$ cat config.mk
export PLATFORM = sky130hd
export DESIGN_NAME = axi4_slave_read_data_channel_flat
export DESIGN_NICKNAME = d
export VERILOG_FILES = /design/src/rtl/axi4_slave_read_data_channel_pkg.sv /design/src/rtl/axi4_slave_read_data_channel_if.sv /design/src/rtl/axi4_slave_read_data_channel_addr_gen.sv /design/src/rtl/axi4_slave_read_data_channel.sv /design/src/flat_wrapper.sv
export SDC_FILE = /design/constraint.sdc
export NUM_CORES = 1
export LEC_CHECK = 0
export CORE_ASPECT_RATIO = 0.75
export CORE_UTILIZATION = 40
export DETAILED_ROUTE_END_ITERATION = 10
export PLACE_DENSITY_LB_ADDON = 0.05
export SETUP_SLACK_MARGIN = 0.5
export SLEW_MARGIN = 10
export SYNTH_ARGS = -nofsm -noshare
export SYNTH_HDL_FRONTEND = slang
export SYNTH_SLANG_ARGS = --single-unit
export TNS_END_PERCENT = 100
$ cat constraint.sdc
create_clock -name clk -period 11 [get_ports clk]
set_clock_uncertainty 0.2 [all_clocks]
set_input_delay 2.2 -clock clk [delete_from_list [all_inputs] [get_ports clk]]
set_output_delay 2.2 -clock clk [all_outputs]
set_load 0.01 [all_outputs]
$ cat src/rtl/axi4_slave_read_data_channel_pkg.sv
// -----------------------------------------------------------------------------
// axi4_pkg
// Shared definitions for the AXI4 slave read-data path:
//   burst_e     - AXI burst encodings (FIXED / INCR / WRAP)
//   RESP_*      - read response codes (OKAY, SLVERR)
//   rd_state_e  - read-data FSM states (R_IDLE, R_FETCH, R_SEND)
// Optional feature macro used by the design: RD_ERR_RESP_EN (see top module).
// -----------------------------------------------------------------------------
package axi4_pkg;

  typedef enum logic [1:0] {
    BURST_FIXED = 2'b00,
    BURST_INCR  = 2'b01,
    BURST_WRAP  = 2'b10
  } burst_e;

  localparam logic [1:0] RESP_OKAY   = 2'b00;
  localparam logic [1:0] RESP_SLVERR = 2'b10;

  typedef enum logic [1:0] {
    R_IDLE  = 2'b00,
    R_FETCH = 2'b01,
    R_SEND  = 2'b10
  } rd_state_e;

endpackage

$ cat src/rtl/axi4_slave_read_data_channel_if.sv
// -----------------------------------------------------------------------------
// axi4_slave_read_data_channel_if
// Bundles the read-address inputs, the R channel and the backing-memory port.
//   AR : arvalid, arready, araddr, arlen, arburst, arid
//   R  : rvalid, rready, rdata, rresp, rlast, rid, rd_busy
//   MEM: mem_rd_en, mem_raddr (byte address), mem_rdata (valid cycle after rd_en)
// Modports: slave (the read-data channel), master (address side / sink / memory).
// -----------------------------------------------------------------------------
interface axi4_slave_read_data_channel_if #(
  parameter int DATA_WIDTH   = 32,
  parameter int ID_WIDTH     = 4,
  parameter int ADDR_WIDTH   = 32,
  parameter int BURST_LENGTH = 8
) ();

  logic                    arvalid;
  logic                    arready;
  logic [ADDR_WIDTH-1:0]   araddr;
  logic [BURST_LENGTH-1:0] arlen;
  logic [1:0]              arburst;
  logic [ID_WIDTH-1:0]     arid;

  logic                    rvalid;
  logic                    rready;
  logic [DATA_WIDTH-1:0]   rdata;
  logic [1:0]              rresp;
  logic                    rlast;
  logic [ID_WIDTH-1:0]     rid;
  logic                    rd_busy;

  logic                    mem_rd_en;
  logic [ADDR_WIDTH-1:0]   mem_raddr;
  logic [DATA_WIDTH-1:0]   mem_rdata;

  modport slave (
    input  arvalid, arready, araddr, arlen, arburst, arid,
    input  rready, mem_rdata,
    output rvalid, rdata, rresp, rlast, rid, rd_busy,
    output mem_rd_en, mem_raddr
  );

  modport master (
    output arvalid, arready, araddr, arlen, arburst, arid,
    output rready, mem_rdata,
    input  rvalid, rdata, rresp, rlast, rid, rd_busy,
    input  mem_rd_en, mem_raddr
  );

endinterface

$ cat src/rtl/axi4_slave_read_data_channel_addr_gen.sv
// -----------------------------------------------------------------------------
// axi4_rd_addr_gen
// Next-beat address for a read burst.
//   i_addr      : current beat byte address
//   i_burst     : burst type (FIXED holds, INCR/WRAP/reserved advance)
//   o_next_addr : address of the following beat
// INCR adds one data word in bytes and wraps naturally modulo 2^ADDR_WIDTH.
// WRAP bursts are handled as INCR by this slave.
// -----------------------------------------------------------------------------
module axi4_rd_addr_gen
  import axi4_pkg::*;
#(
  parameter int ADDR_WIDTH = 32,
  parameter int DATA_WIDTH = 32
) (
  input  logic [ADDR_WIDTH-1:0] i_addr,
  input  logic [1:0]            i_burst,
  output logic [ADDR_WIDTH-1:0] o_next_addr
);

  localparam logic [ADDR_WIDTH-1:0] STEP = ADDR_WIDTH'(DATA_WIDTH / 8);

  always_comb begin
    if (i_burst == BURST_FIXED) begin
      o_next_addr = i_addr;
    end else begin
      o_next_addr = i_addr + STEP;
    end
  end

endmodule

$ cat src/rtl/axi4_slave_read_data_channel.sv
// -----------------------------------------------------------------------------
// axi4_slave_read_data_channel
// AXI4 slave read-data channel: accepts a read burst from the address channel,
// fetches each beat from a word memory and returns it on the R channel.
//   clk  : rising-edge clock
//   rst  : asynchronous active-high reset
//   bus  : axi4_slave_read_data_channel_if.slave (AR inputs, R channel, memory port)
// Optional macro RD_ERR_RESP_EN: beats addressed at or beyond
// MEM_DEPTH*(DATA_WIDTH/8) skip the memory read and return rdata 0 / SLVERR.
// Without the macro every beat reads memory and responds OKAY.
//
// Beat timing: mem_rd_en is a registered pulse during the first R_FETCH cycle,
// the second R_FETCH cycle waits for mem_rdata, and the data is registered on
// the transition into R_SEND. The first rvalid therefore appears two clocks
// after the AR handshake.
// -----------------------------------------------------------------------------
module axi4_slave_read_data_channel
  import axi4_pkg::*;
#(
  parameter int DATA_WIDTH   = 32,
  parameter int ID_WIDTH     = 4,
  parameter int ADDR_WIDTH   = 32,
  parameter int BURST_LENGTH = 8,
  parameter int MEM_DEPTH    = 256
) (
  input  logic                          clk,
  input  logic                          rst,
  axi4_slave_read_data_channel_if.slave bus
);

  rd_state_e               r_state, w_state_next;
  logic [ADDR_WIDTH-1:0]   r_addr, w_addr_next;
  logic [BURST_LENGTH-1:0] r_beat_cnt, w_beat_next;
  logic [1:0]              r_burst, w_burst_next;
  logic [ID_WIDTH-1:0]     r_id, w_id_next;
  logic                    r_rd_busy, w_busy_next;
  logic                    r_rvalid, w_rvalid_next;
  logic [DATA_WIDTH-1:0]   r_rdata, w_rdata_next;
  logic [1:0]              r_rresp, w_rresp_next;
  logic                    r_rlast, w_rlast_next;
  logic [ID_WIDTH-1:0]     r_rid, w_rid_next;
  logic                    r_mem_rd_en, w_mem_rd_en_next;
  logic [ADDR_WIDTH-1:0]   r_mem_raddr, w_mem_raddr_next;
  logic                    r_err, w_err_next;     // current beat is out of range
  logic                    r_wait, w_wait_next;   // second R_FETCH cycle

  logic [ADDR_WIDTH-1:0]   w_adv_addr;
  logic [ADDR_WIDTH-1:0]   w_fetch_addr;
  logic                    w_fetch_err;
  logic                    w_issue;

  axi4_rd_addr_gen #(
    .ADDR_WIDTH (ADDR_WIDTH),
    .DATA_WIDTH (DATA_WIDTH)
  ) u_addr_gen (
    .i_addr      (r_addr),
    .i_burst     (r_burst),
    .o_next_addr (w_adv_addr)
  );

  // A fetch is launched either from the AR handshake (new burst address) or
  // from an R handshake (advanced address of the next beat).
  assign w_fetch_addr = (r_state == R_IDLE) ? bus.araddr : w_adv_addr;

`ifdef RD_ERR_RESP_EN
  localparam logic [ADDR_WIDTH:0] MEM_LIMIT = (ADDR_WIDTH+1)'(MEM_DEPTH * (DATA_WIDTH / 8));
  assign w_fetch_err = ({1'b0, w_fetch_addr} >= MEM_LIMIT);
`else
  assign w_fetch_err = 1'b0;
`endif

  always_comb begin
    w_state_next     = r_state;
    w_addr_next      = r_addr;
    w_beat_next      = r_beat_cnt;
    w_burst_next     = r_burst;
    w_id_next        = r_id;
    w_busy_next      = r_rd_busy;
    w_rvalid_next    = r_rvalid;
    w_rdata_next     = r_rdata;
    w_rresp_next     = r_rresp;
    w_rlast_next     = r_rlast;
    w_rid_next       = r_rid;
    w_mem_rd_en_next = 1'b0;
    w_mem_raddr_next = r_mem_raddr;
    w_err_next       = r_err;
    w_wait_next      = r_wait;
    w_issue          = 1'b0;

    case (r_state)
      R_IDLE: begin
        if (bus.arvalid && bus.arready) begin
          w_addr_next  = bus.araddr;
          w_beat_next  = bus.arlen;
          w_burst_next = bus.arburst;
          w_id_next    = bus.arid;
          w_busy_next  = 1'b1;
          w_issue      = 1'b1;
          w_state_next = R_FETCH;
        end
      end

      R_FETCH: begin
        if (!r_wait) begin
          w_wait_next = 1'b1;
        end else begin
          w_wait_next   = 1'b0;
          w_rvalid_next = 1'b1;
          w_rdata_next  = r_err ? '0 : bus.mem_rdata;
          w_rresp_next  = r_err ? RESP_SLVERR : RESP_OKAY;
          w_rlast_next  = (r_beat_cnt == '0);
          w_rid_next    = r_id;
          w_state_next  = R_SEND;
        end
      end

      R_SEND: begin
        if (r_rvalid && bus.rready) begin
          w_rvalid_next = 1'b0;
          if (r_rlast) begin
            w_rlast_next = 1'b0;
            w_busy_next  = 1'b0;
            w_state_next = R_IDLE;
          end else begin
            w_beat_next  = r_beat_cnt - 1'b1;
            w_addr_next  = w_adv_addr;
            w_issue      = 1'b1;
            w_state_next = R_FETCH;
          end
        end
      end

      default: begin
        w_state_next = R_IDLE;
      end
    endcase

    // Registered memory request: high during the first R_FETCH cycle.
    if (w_issue) begin
      w_mem_rd_en_next = !w_fetch_err;
      w_mem_raddr_next = w_fetch_addr;
      w_err_next       = w_fetch_err;
      w_wait_next      = 1'b0;
    end
  end

  always_ff @(posedge clk or posedge rst) begin
    if (rst) begin
      r_state     <= R_IDLE;
      r_addr      <= '0;
      r_beat_cnt  <= '0;
      r_burst     <= '0;
      r_id        <= '0;
      r_rd_busy   <= 1'b0;
      r_rvalid    <= 1'b0;
      r_rdata     <= '0;
      r_rresp     <= '0;
      r_rlast     <= 1'b0;
      r_rid       <= '0;
      r_mem_rd_en <= 1'b0;
      r_mem_raddr <= '0;
      r_err       <= 1'b0;
      r_wait      <= 1'b0;
    end else begin
      r_state     <= w_state_next;
      r_addr      <= w_addr_next;
      r_beat_cnt  <= w_beat_next;
      r_burst     <= w_burst_next;
      r_id        <= w_id_next;
      r_rd_busy   <= w_busy_next;
      r_rvalid    <= w_rvalid_next;
      r_rdata     <= w_rdata_next;
      r_rresp     <= w_rresp_next;
      r_rlast     <= w_rlast_next;
      r_rid       <= w_rid_next;
      r_mem_rd_en <= w_mem_rd_en_next;
      r_mem_raddr <= w_mem_raddr_next;
      r_err       <= w_err_next;
      r_wait      <= w_wait_next;
    end
  end

  assign bus.rvalid    = r_rvalid;
  assign bus.rdata     = r_rdata;
  assign bus.rresp     = r_rresp;
  assign bus.rlast     = r_rlast;
  assign bus.rid       = r_rid;
  assign bus.rd_busy   = r_rd_busy;
  assign bus.mem_rd_en = r_mem_rd_en;
  assign bus.mem_raddr = r_mem_raddr;

endmodule
$ cat src/flat_wrapper.sv
// flat-port wrapper written by rule: the top's interface ports become plain ports
module axi4_slave_read_data_channel_flat import axi4_pkg::*;
#(
  parameter int DATA_WIDTH   = 32,
  parameter int ID_WIDTH     = 4,
  parameter int ADDR_WIDTH   = 32,
  parameter int BURST_LENGTH = 8,
  parameter int MEM_DEPTH    = 256
)
  (clk, rst, bus_arvalid, bus_arready, bus_araddr, bus_arlen, bus_arburst, bus_arid, bus_rready, bus_mem_rdata, bus_rvalid, bus_rdata, bus_rresp, bus_rlast, bus_rid, bus_rd_busy, bus_mem_rd_en, bus_mem_raddr);
  axi4_slave_read_data_channel_if #(.DATA_WIDTH(DATA_WIDTH), .ID_WIDTH(ID_WIDTH), .ADDR_WIDTH(ADDR_WIDTH), .BURST_LENGTH(BURST_LENGTH)) bus_i ();
  input  logic clk;
  input  logic rst;
  input wire logic [$bits(bus_i.arvalid)-1:0] bus_arvalid;
  input wire logic [$bits(bus_i.arready)-1:0] bus_arready;
  input wire logic [$bits(bus_i.araddr)-1:0] bus_araddr;
  input wire logic [$bits(bus_i.arlen)-1:0] bus_arlen;
  input wire logic [$bits(bus_i.arburst)-1:0] bus_arburst;
  input wire logic [$bits(bus_i.arid)-1:0] bus_arid;
  input wire logic [$bits(bus_i.rready)-1:0] bus_rready;
  input wire logic [$bits(bus_i.mem_rdata)-1:0] bus_mem_rdata;
  output wire logic [$bits(bus_i.rvalid)-1:0] bus_rvalid;
  output wire logic [$bits(bus_i.rdata)-1:0] bus_rdata;
  output wire logic [$bits(bus_i.rresp)-1:0] bus_rresp;
  output wire logic [$bits(bus_i.rlast)-1:0] bus_rlast;
  output wire logic [$bits(bus_i.rid)-1:0] bus_rid;
  output wire logic [$bits(bus_i.rd_busy)-1:0] bus_rd_busy;
  output wire logic [$bits(bus_i.mem_rd_en)-1:0] bus_mem_rd_en;
  output wire logic [$bits(bus_i.mem_raddr)-1:0] bus_mem_raddr;
  assign bus_i.arvalid = bus_arvalid;
  assign bus_i.arready = bus_arready;
  assign bus_i.araddr = bus_araddr;
  assign bus_i.arlen = bus_arlen;
  assign bus_i.arburst = bus_arburst;
  assign bus_i.arid = bus_arid;
  assign bus_i.rready = bus_rready;
  assign bus_i.mem_rdata = bus_mem_rdata;
  assign bus_rvalid = bus_i.rvalid;
  assign bus_rdata = bus_i.rdata;
  assign bus_rresp = bus_i.rresp;
  assign bus_rlast = bus_i.rlast;
  assign bus_rid = bus_i.rid;
  assign bus_rd_busy = bus_i.rd_busy;
  assign bus_mem_rd_en = bus_i.mem_rd_en;
  assign bus_mem_raddr = bus_i.mem_raddr;
  axi4_slave_read_data_channel #(.DATA_WIDTH(DATA_WIDTH), .ID_WIDTH(ID_WIDTH), .ADDR_WIDTH(ADDR_WIDTH), .BURST_LENGTH(BURST_LENGTH), .MEM_DEPTH(MEM_DEPTH)) u_core (.clk(clk), .rst(rst), .bus(bus_i));
endmodule
==> impl_metrics.tcl, run 1 <==
set metrics [dict create \
    preCtsSetupSlack_ps 6469 \
    netlist_instances 727 \
    avgSynthCellArea_sq_um 8.511 \
    num-fill-cells 1308 \
    period_needed_ps 4150 \
    finalSetupViolCount 0 \
    ys_ff_latch 121 \
    portBuffers 154 \
    ios 157 \
    outcome "completed" \
    met2_length_mm 7.761 \
    max_freq_mhz 241.0 \
    yosys.area.top_type "dfrtp_1" \
    wl_met1_mm 8.366 \
    postCtsSetupBuffers 0 \
    grt_usage_pct 21.96 \
    reg2reg_from "u_core.r_addr[2]$_DFFE_PP0P_" \
    finalSetupTns_ps 0 \
    startpoint "bus_rready" \
    critPathLaunchType "primary input" \
    hold_ws_ps 268.9 \
    coreArea_sq_mm 0.01479 \
    die_w_um 145.6 \
    start_util_pct 41.84 \
    cap_violations 0 \
    grt_pass1_wl_mm 27.52 \
    arrival_ps 4240 \
    yosys.area.top_type_share_pct 48.94 \
    peakVddDrop_uv 116.7 \
    final_cell_mix "nand2_1, clkdlybuf4s50_1, dfrtp_1" \
    clk_latency_ps 410 \
    setup_ws_ps 6850 \
    yosys.cell_types.count 53 \
    antenna_cells 0 \
    cts_sinks 121 \
    hold_class "flip-flop to flip-flop" \
    finalWirelength_mm 17.09 \
    finalMaxSlewViolations 0 \
    slew_headroom_pct 23.87 \
    drc_errors 0 \
    via_count 5765 \
    cts_tree "yes" \
    clkTransAtPathRegs_ps 60 \
    fin_crit_sh_pct 37.73 \
    nNetsFinal 934 \
    async_flop_share_pct 100.0 \
    ff_latch_area_sq_mm 0.003028 \
    end_kind "flip-flop" \
    viasPerCell 5.434 \
    root_buffer "clkbuf_16" \
    synth-edff-count 0 \
    critPathMaxFanout 96 \
    synth_area_sq_mm 0.006187 \
    worstSetupPathType "primary input to flip-flop" \
    ant_nets 0 \
    first_pass_iters 5 \
    drive_above_1_share_pct 7.666 \
    finalWeightedCongestion 0.7989 \
    min_from "u_core.r_id[2]$_DFFE_PP0P_" \
    grt_pass1_vias 5433 \
    leakage_nw 3.524 \
    drtIter0Drc 379 \
    cts_buffers 17 \
    antenna_found_initial 0 \
    ys_seq_area_share_pct 48.94 \
    layout_commonest_cell "nand2_1" \
    multi_input_comb_area_sq_mm 0.002889 \
    grt_max_degree 97 \
    top_layer "met4" \
    rows 38 \
    hold_buffers 0 \
    wire_per_inst_um 16.11 \
    ys_top_cells_by_area "dfrtp_1, nand2_1, o21ai_0" \
    grt.overflow.total 0 \
    synth_ff_type "dfrtp_1" \
    hold_violations 0 \
    clock_path_buffers 2 \
    worst_pin_slew_ps 1141 \
    die_area_sq_mm 0.01597 \
    dieHeight_um 109.7 \
    yosys_warnings 0 \
    wl_met3_um 847 \
    place_hpwl_mm 11.18 \
    area_growth_syn_to_layout_pct 35.63 \
    powerDensity_mw_per_mm2 290.7 \
    htreeDepth 4 \
    cp_data_required_time_ps 11090 \
    rsz0062_at_grt "false" \
    cts_resized 0 \
]
final timing paths:
| path | endpoint | slack [ps] | depth (start not counted) |
|---|---|---|---|
| worst min-delay path | u_core.bus.rid[2]$_DFFE_PP0P_ | 270 | 2 |
| worst max-delay path | u_core.r_addr[23]$_DFFE_PP0P_ | 6850 | 7 |
| worst min register to register | u_core.bus.rid[2]$_DFFE_PP0P_ | 270 | 2 |
| worst max register to register | u_core.bus.mem_raddr[20]$_DFFE_PP0P_ | 8190 | 6 |
| min in group asynchronous | u_core.bus.rdata[13]$_DFFE_PP0P_ | 2140 | 2 |
| max in group asynchronous | u_core.r_burst[1]$_DFFE_PP0P_ | 7190 | 3 |
per-layer routing:
layer,GRT usage (%),up-vias
li1,-,2791
met1,30.26,2810
met2,34.48,156
met3,4.979,8
met4,7.068,0
met5,0,-
worst max-delay path: stages:
cell and delay, ps:
clkdlybuf4s50_1 460, nand4b_1 130, a21o_2 140, buf_4 690, or3_1 210, mux2i_1 70, a211o_1 270
registers in the layout (all words and copies together), names as in the netlist, 2 cells and up:
signal	flops
u_core.bus.rdata	32
u_core.r_beat_cnt	8
u_core.r_id	4
u_core.r_addr	32
u_core.bus.mem_raddr	32
u_core.r_state	2
u_core.r_burst	2
u_core.bus.rid	4
cell families (layout without fill, tap and decap cells):
family	count (synthesis)	in the layout	share of synthesized area (%)
compound gates	198	198	20.14
xor+xnor	13	13	1.840
fa+ha+maj	3	3	0.6067
buf+inv	71	204	4.671
flops	121	121	48.94
mux	10	10	1.780
other cells	1	2	0.06061
simple gates	310	310	21.96
through the flow:
stage	utilization (%)	instance area, sq um	power [mW]	std cells
2_1_floorplan	-	6191	1.451	728
3_3_place_gp	52.81	7809	1.857	1029
3_5_place_dp	52.81	7809	1.894	1029
4_1_cts	56.75	8392	2.453	1061
5_1_grt	56.75	8392	2.616	1061
6_report	56.75	8392	2.440	1061
layout make-up:
cell class                      instances  share of cell area [%]
Inverter                               10                  0.4771
Timing Repair Buffer                  162                   19.08
Tap cell                              200                   2.982
Multi-Input combinational cell        536                   34.43
Clock buffer                           20                   5.561
Sequential cell                       121                   36.08
Clock inverter                         12                   1.387
cell usage after synthesis, types with 10 or more instances:
cell / n
o22ai_1: 11
a2bb2oi_1: 11
a21oi_1: 52
clkbuf_1: 41
nand4_1: 16
dfrtp_1: 121
nand3_1: 22
nor2_1: 48
a31oi_1: 12
o21ai_0: 62
nor3_1: 11
inv_1: 10
nand2_1: 178
report_power, final:
part / switching (mW) / total [mW] / internal [mW] / leakage (nW)
Combinational: 0.529 / 1.02 / 0.492 / 1.80
Sequential: 0.212 / 0.873 / 0.660 / 1.45
Clock: 0.216 / 0.547 / 0.331 / 0.271
No activity file was read; power rests on OpenSTA's default activity.
==> run 2: changes to the inputs <==
clock period = 4.3 ns   (was 11 ns; I/O delays follow)
==> impl_metrics.tcl, run 2 (synthesized netlist as in run 1, its figures left out) <==
set metrics [dict create \
    outcome "completed" \
    rows 38 \
    cts_tree "yes" \
    clkTransAtPathRegs_ps 60 \
    critPathLaunchType "flip-flop" \
    endpoint "u_core.r_addr[27]$_DFFE_PP0P_" \
    die_area_sq_mm 0.01597 \
    regToRegSetupSlack_ps 1410 \
    critPathMaxFanout 22 \
    die_w_um 145.6 \
    peakVddDrop_uv 386.0 \
    drtIter0Drc 379 \
    clock_path_buffers 2 \
    area_growth_syn_to_layout_pct 37.19 \
    wire_per_inst_um 15.86 \
    via_count 5758 \
    reg2reg_from "u_core.r_addr[5]$_DFFE_PP0P_" \
    max_freq_mhz 345.5 \
    cts_resized 0 \
    viasPerCell 5.422 \
    slew_headroom_pct 24.10 \
    grt_max_degree 97 \
    worstSetupPathType "flip-flop to flip-flop" \
    hold_violations 0 \
    cts_sinks 121 \
    portBuffers 154 \
    fin_crit_sh_pct 67.30 \
    nNetsFinal 936 \
    start_util_pct 41.84 \
    finalPower_mw 6.384 \
    ios 157 \
    leakage_nw 3.579 \
    drc_errors 0 \
    drive_above_1_share_pct 7.657 \
    crit_chain "nand4_2 -> nor4_2 -> buf_4 -> and2_1 -> a31oi_1 -> o22a_1" \
    finalSetupTns_ps 0 \
    final_cell_mix "nand2_1, clkdlybuf4s50_1, dfrtp_1" \
    ant_nets 0 \
    layout_commonest_cell "nand2_1" \
    clk_latency_ps 410 \
    coreArea_sq_mm 0.01479 \
    grt_pass1_wl_mm 27.77 \
    first_pass_iters 5 \
    rsz0062_at_grt "false" \
    arrival_ps 2990 \
    root_buffer "clkbuf_16" \
    cp_data_required_time_ps 4400 \
    r2r_end "u_core.r_addr[27]$_DFFE_PP0P_" \
    place_hpwl_mm 11.30 \
    finalWirelength_mm 16.85 \
    hold_buffers 0 \
    hold_class "flip-flop to flip-flop" \
    num-fill-cells 1290 \
    grt_pass1_vias 5517 \
    cts_buffers 17 \
    slowest_stage "nor4_2" \
    end_kind "flip-flop" \
    dieHeight_um 109.7 \
    r2r_cells 6 \
    finalMaxSlewViolations 0 \
    grt.overflow.total 0 \
    antenna_cells 0 \
    startpoint "u_core.r_addr[5]$_DFFE_PP0P_" \
    cap_violations 0 \
    period_needed_ps 2894 \
    postCtsSetupBuffers 0 \
    grt_usage_pct 22.20 \
    worst_pin_slew_ps 1136 \
    finalSetupViolCount 0 \
    htreeDepth 4 \
    slowest_delay_ps 750 \
    finalWeightedCongestion 0.8207 \
    powerDensity_mw_per_mm2 752.1 \
    antenna_found_initial 0 \
]
run 2: cell count changes in the layout (fill, tap and decap cells not counted):
cell / delta
inv_4: -1
buf_12: +2
clkinv_4: -3
clkinvlp_4: -4
clkinv_2: +3
inv_1: -1
bufinv_16: +3
clkbuf_8: +2
clkbuf_1: +1
inv_6: -2
clkinv_1: +1
run 2: worst min path at each step:
| stage | from | end | cells past startpoint |
|---|---|---|---|
| global route | u_core.bus.rdata[9]$_DFFE_PP0P_ | u_core.bus.rdata[9]$_DFFE_PP0P_ | 2 |
| detailed placement | u_core.r_id[0]$_DFFE_PP0P_ | u_core.bus.rid[0]$_DFFE_PP0P_ | 2 |
| CTS | u_core.r_id[1]$_DFFE_PP0P_ | u_core.bus.rid[1]$_DFFE_PP0P_ | 2 |
| finish | u_core.r_id[3]$_DFFE_PP0P_ | u_core.bus.rid[3]$_DFFE_PP0P_ | 2 |
| global placement | u_core.r_id[2]$_DFFE_PP0P_ | u_core.bus.rid[2]$_DFFE_PP0P_ | 2 |
| floorplan | u_core.r_id[0]$_DFFE_PP0P_ | u_core.bus.rid[0]$_DFFE_PP0P_ | 2 |
run 2: report_power, final:
part           switching, mW  internal (mW)  total, mW
Sequential             0.538           1.69       2.23
Clock                  0.494           1.04       1.53
Combinational           1.35           1.28       2.62
run 2: worst max-delay path, delay by kind of cell (launching register included):
kind            cells  cell delay, ps
buf+inv             1             370
simple gates        3            1330
flops               1             560
compound gates      2             320
run 2: area by class of cell:
| type | instances | area [sq um] | area share (%) |
|---|---|---|---|
| tap | 200 | 250.2 | 2.948 |
| sequential | 121 | 3028 | 35.67 |
| clock buffer | 23 | 498.0 | 5.867 |
| multi-input combinational | 536 | 2889 | 34.04 |
| clock inverter | 8 | 140.1 | 1.651 |
| inverter | 10 | 41.29 | 0.4864 |
| timing repair buffer | 164 | 1642 | 19.34 |
run 2: layer usage:
layer,wire (um),track usage (%)
met1,7882,30.49
met2,7827,35.06
met3,976,5.726
met4,159,5.714
met5,0,0
run 2: stage by stage:
step	setup slack [ps]	util, %	instance area (sq um)	cells	hold slack (ps)
finish	1406	57.40	8488	1062	268.8
detailed placement	1106	53.09	7850	1031	256.5
global route	1190	57.40	8488	1062	289.9
floorplan	1757	-	6195	728	234.8
global placement	1145	53.09	7850	1031	248.9
CTS	1422	57.40	8488	1062	272.7
==> run 3: changes to the inputs <==
clock period = 2.65 ns   (was 4.3 ns; I/O delays follow)
==> impl_metrics.tcl, run 3 (synthesized netlist as in run 1, its figures left out) <==
set metrics [dict create \
    grt.overflow.total 0 \
    root_buffer "clkbuf_16" \
    min_from "u_core.r_id[3]$_DFFE_PP0P_" \
    layout.cells.non_filler 1095 \
    place_hpwl_mm 11.83 \
    hold_depth 2 \
    num-fill-cells 1252 \
    worstSetupPathType "flip-flop to flip-flop" \
    rows 38 \
    grt_pass1_vias 5638 \
    regToRegSetupSlack_ps 510 \
    finalSetupViolCount 0 \
    critPathLaunchType "flip-flop" \
    clkTransAtPathRegs_ps 60 \
    cts_sinks 121 \
    clk_latency_ps 420 \
    finalSetupTns_ps 0 \
    max_freq_mhz 466.6 \
    slew_headroom_pct 65.69 \
    worst_pin_slew_ps 514.6 \
    r2r_end "u_core.bus.mem_raddr[20]$_DFFE_PP0P_" \
    hold_class "flip-flop to flip-flop" \
    die_w_um 145.6 \
    slowest_delay_ps 590 \
    placed_cells 1046 \
    rsz0062_at_grt "true" \
    outcome "completed" \
    via_count 5974 \
    internal_power_mw 6.728 \
    fin_crit_sh_pct 80.87 \
    finalMaxSlewViolations 0 \
    htreeDepth 4 \
    grt_max_degree 69 \
    final_cell_mix "nand2_1, clkdlybuf4s50_1, dfrtp_1" \
    p_comb_share_pct 43.2 \
    slowest_stage "or4_4" \
    cts_tree "yes" \
    viasPerCell 5.456 \
    clock_path_buffers 2 \
    cap_violations 0 \
    portBuffers 154 \
    drtIter0Drc 450 \
    worstPathBufferInverterCount 0 \
    end_kind "flip-flop" \
    die_area_sq_mm 0.01597 \
    hold_buffers 0 \
    power_switching_mw 4.098 \
    grt_pass1_wl_mm 28.53 \
    leakage_nw 3.758 \
    crit_chain "ha_4 -> o211ai_4 -> or4_4 -> or3_4 -> a31oi_1 -> a21o_1" \
    start_util_pct 41.84 \
    hold_violations 0 \
    layout_commonest_cell "nand2_1" \
    reg2reg_from "u_core.r_addr[3]$_DFFE_PP0P_" \
    dieHeight_um 109.7 \
    wire_per_inst_um 16.17 \
    period_needed_ps 2143 \
    peakVddDrop_uv 617.8 \
    antenna_cells 0 \
    coreArea_sq_mm 0.01479 \
    powerDensity_mw_per_mm2 1215 \
    grt_usage_pct 22.86 \
    swShare_pct 37.85 \
    first_pass_iters 5 \
    drc_errors 0 \
    seq_power_share_pct 33.3 \
    crit_family "simple AND/OR/NAND/NOR gates" \
    hold_end "u_core.bus.rid[3]$_DFFE_PP0P_" \
    arrival_ps 2300 \
    cts_buffers 17 \
    finalWeightedCongestion 0.7723 \
    critPathMaxFanout 8 \
    cp_data_required_time_ps 2810 \
    ios 157 \
    nNetsFinal 968 \
    antenna_found_initial 0 \
    finalWirelength_mm 17.71 \
    area_growth_syn_to_layout_pct 44.02 \
    clkPwrFrac_pct 23.5 \
    drive_above_1_share_pct 14.64 \
    r2r_cells 6 \
    ant_nets 0 \
]
## run 3: cell types whose count changed in the layout (fill, tap and decap cells not counted), moves of 4 or more
| cell | change |
|---|---|
| dfrtp_1 | -14 |
| dfrtp_2 | +14 |
| clkbuf_8 | -5 |
| clkinvlp_4 | +4 |
| nor4_1 | -4 |
| buf_4 | +26 |
## run 3: worst max-delay path by stage
stage | start | end | slack [ps] | cells after the start
finish | u_core.r_addr[3]$_DFFE_PP0P_ | u_core.bus.mem_raddr[20]$_DFFE_PP0P_ | 510 | 6
global route | u_core.r_addr[3]$_DFFE_PP0P_ | u_core.bus.mem_raddr[20]$_DFFE_PP0P_ | 400 | 6
CTS | u_core.bus.rvalid$_DFFE_PP0P_ | bus_rvalid | 500 | 1
detailed placement | bus_rready | u_core.bus.mem_raddr[23]$_DFFE_PP0P_ | 180 | 7
global placement | bus_rready | u_core.bus.mem_raddr[20]$_DFFE_PP0P_ | 230 | 8
floorplan | rst | u_core.r_addr[2]$_DFFE_PP0P_ | 310 | 1
## run 3: timing repair
item	CTS	global route
setup endpoints to repair	34	37
gates resized for setup	16	23
pin swaps	5	10
cloned	0	1
setup buffers	8	8
## run 3: routing by layer
| layer | wire length, um | part of all wire (%) | GRT usage, % |
|---|---|---|---|
| met2 | 7820 | 44 | 33.79 |
| met3 | 1266 | 7.1 | 6.224 |
| met5 | 0 | 0 | 0 |
| met4 | 247 | 1.4 | 8.271 |
| met1 | 8377 | 47 | 32.11 |
## run 3: metrics by stage
| step | setup WS [ps] | instance area, sq um | power (mW) | util (%) | hold slack [ps] |
|---|---|---|---|---|---|
| detailed placement | 183.8 | 7988 | 8.019 | 54.02 | 257.4 |
| floorplan | 307.8 | 6207 | 6.038 | - | 234.8 |
| finish | 506.8 | 8911 | 10.83 | 60.26 | 269.5 |
| CTS | 502.6 | 8756 | 10.75 | 59.21 | 272.1 |
| global route | 401.3 | 8911 | 11.59 | 60.26 | 297.6 |
| global placement | 225.7 | 7988 | 7.861 | 54.02 | 245.3 |
## run 3: power by group through the flow
stage / Clock (mW) / Sequential [mW] / Combinational [mW]
floorplan: 0 / 3.57 / 2.47
global route: 2.69 / 3.74 / 5.16
finish: 2.55 / 3.61 / 4.67
detailed placement: 0 / 3.60 / 4.42
CTS: 2.60 / 3.58 / 4.56
global placement: 0 / 3.56 / 4.31
## run 3: layout make-up
type / count / area [sq um] / share of cell area [%]
Multi-Input combinational cell: 536 / 3007 / 33.74
Sequential cell: 121 / 3045 / 34.18
Clock buffer: 17 / 425.4 / 4.774
Clock inverter: 15 / 225.2 / 2.527
Tap cell: 200 / 250.2 / 2.808
Inverter: 10 / 41.29 / 0.4634
Timing Repair Buffer: 196 / 1917 / 21.51
## run 3: tightest hold or removal path: cells and delay by family, from the launching register on
kind / cells / cell delay, ps
DFF: 1 / 340
and+or+nand+nor: 2 / 100
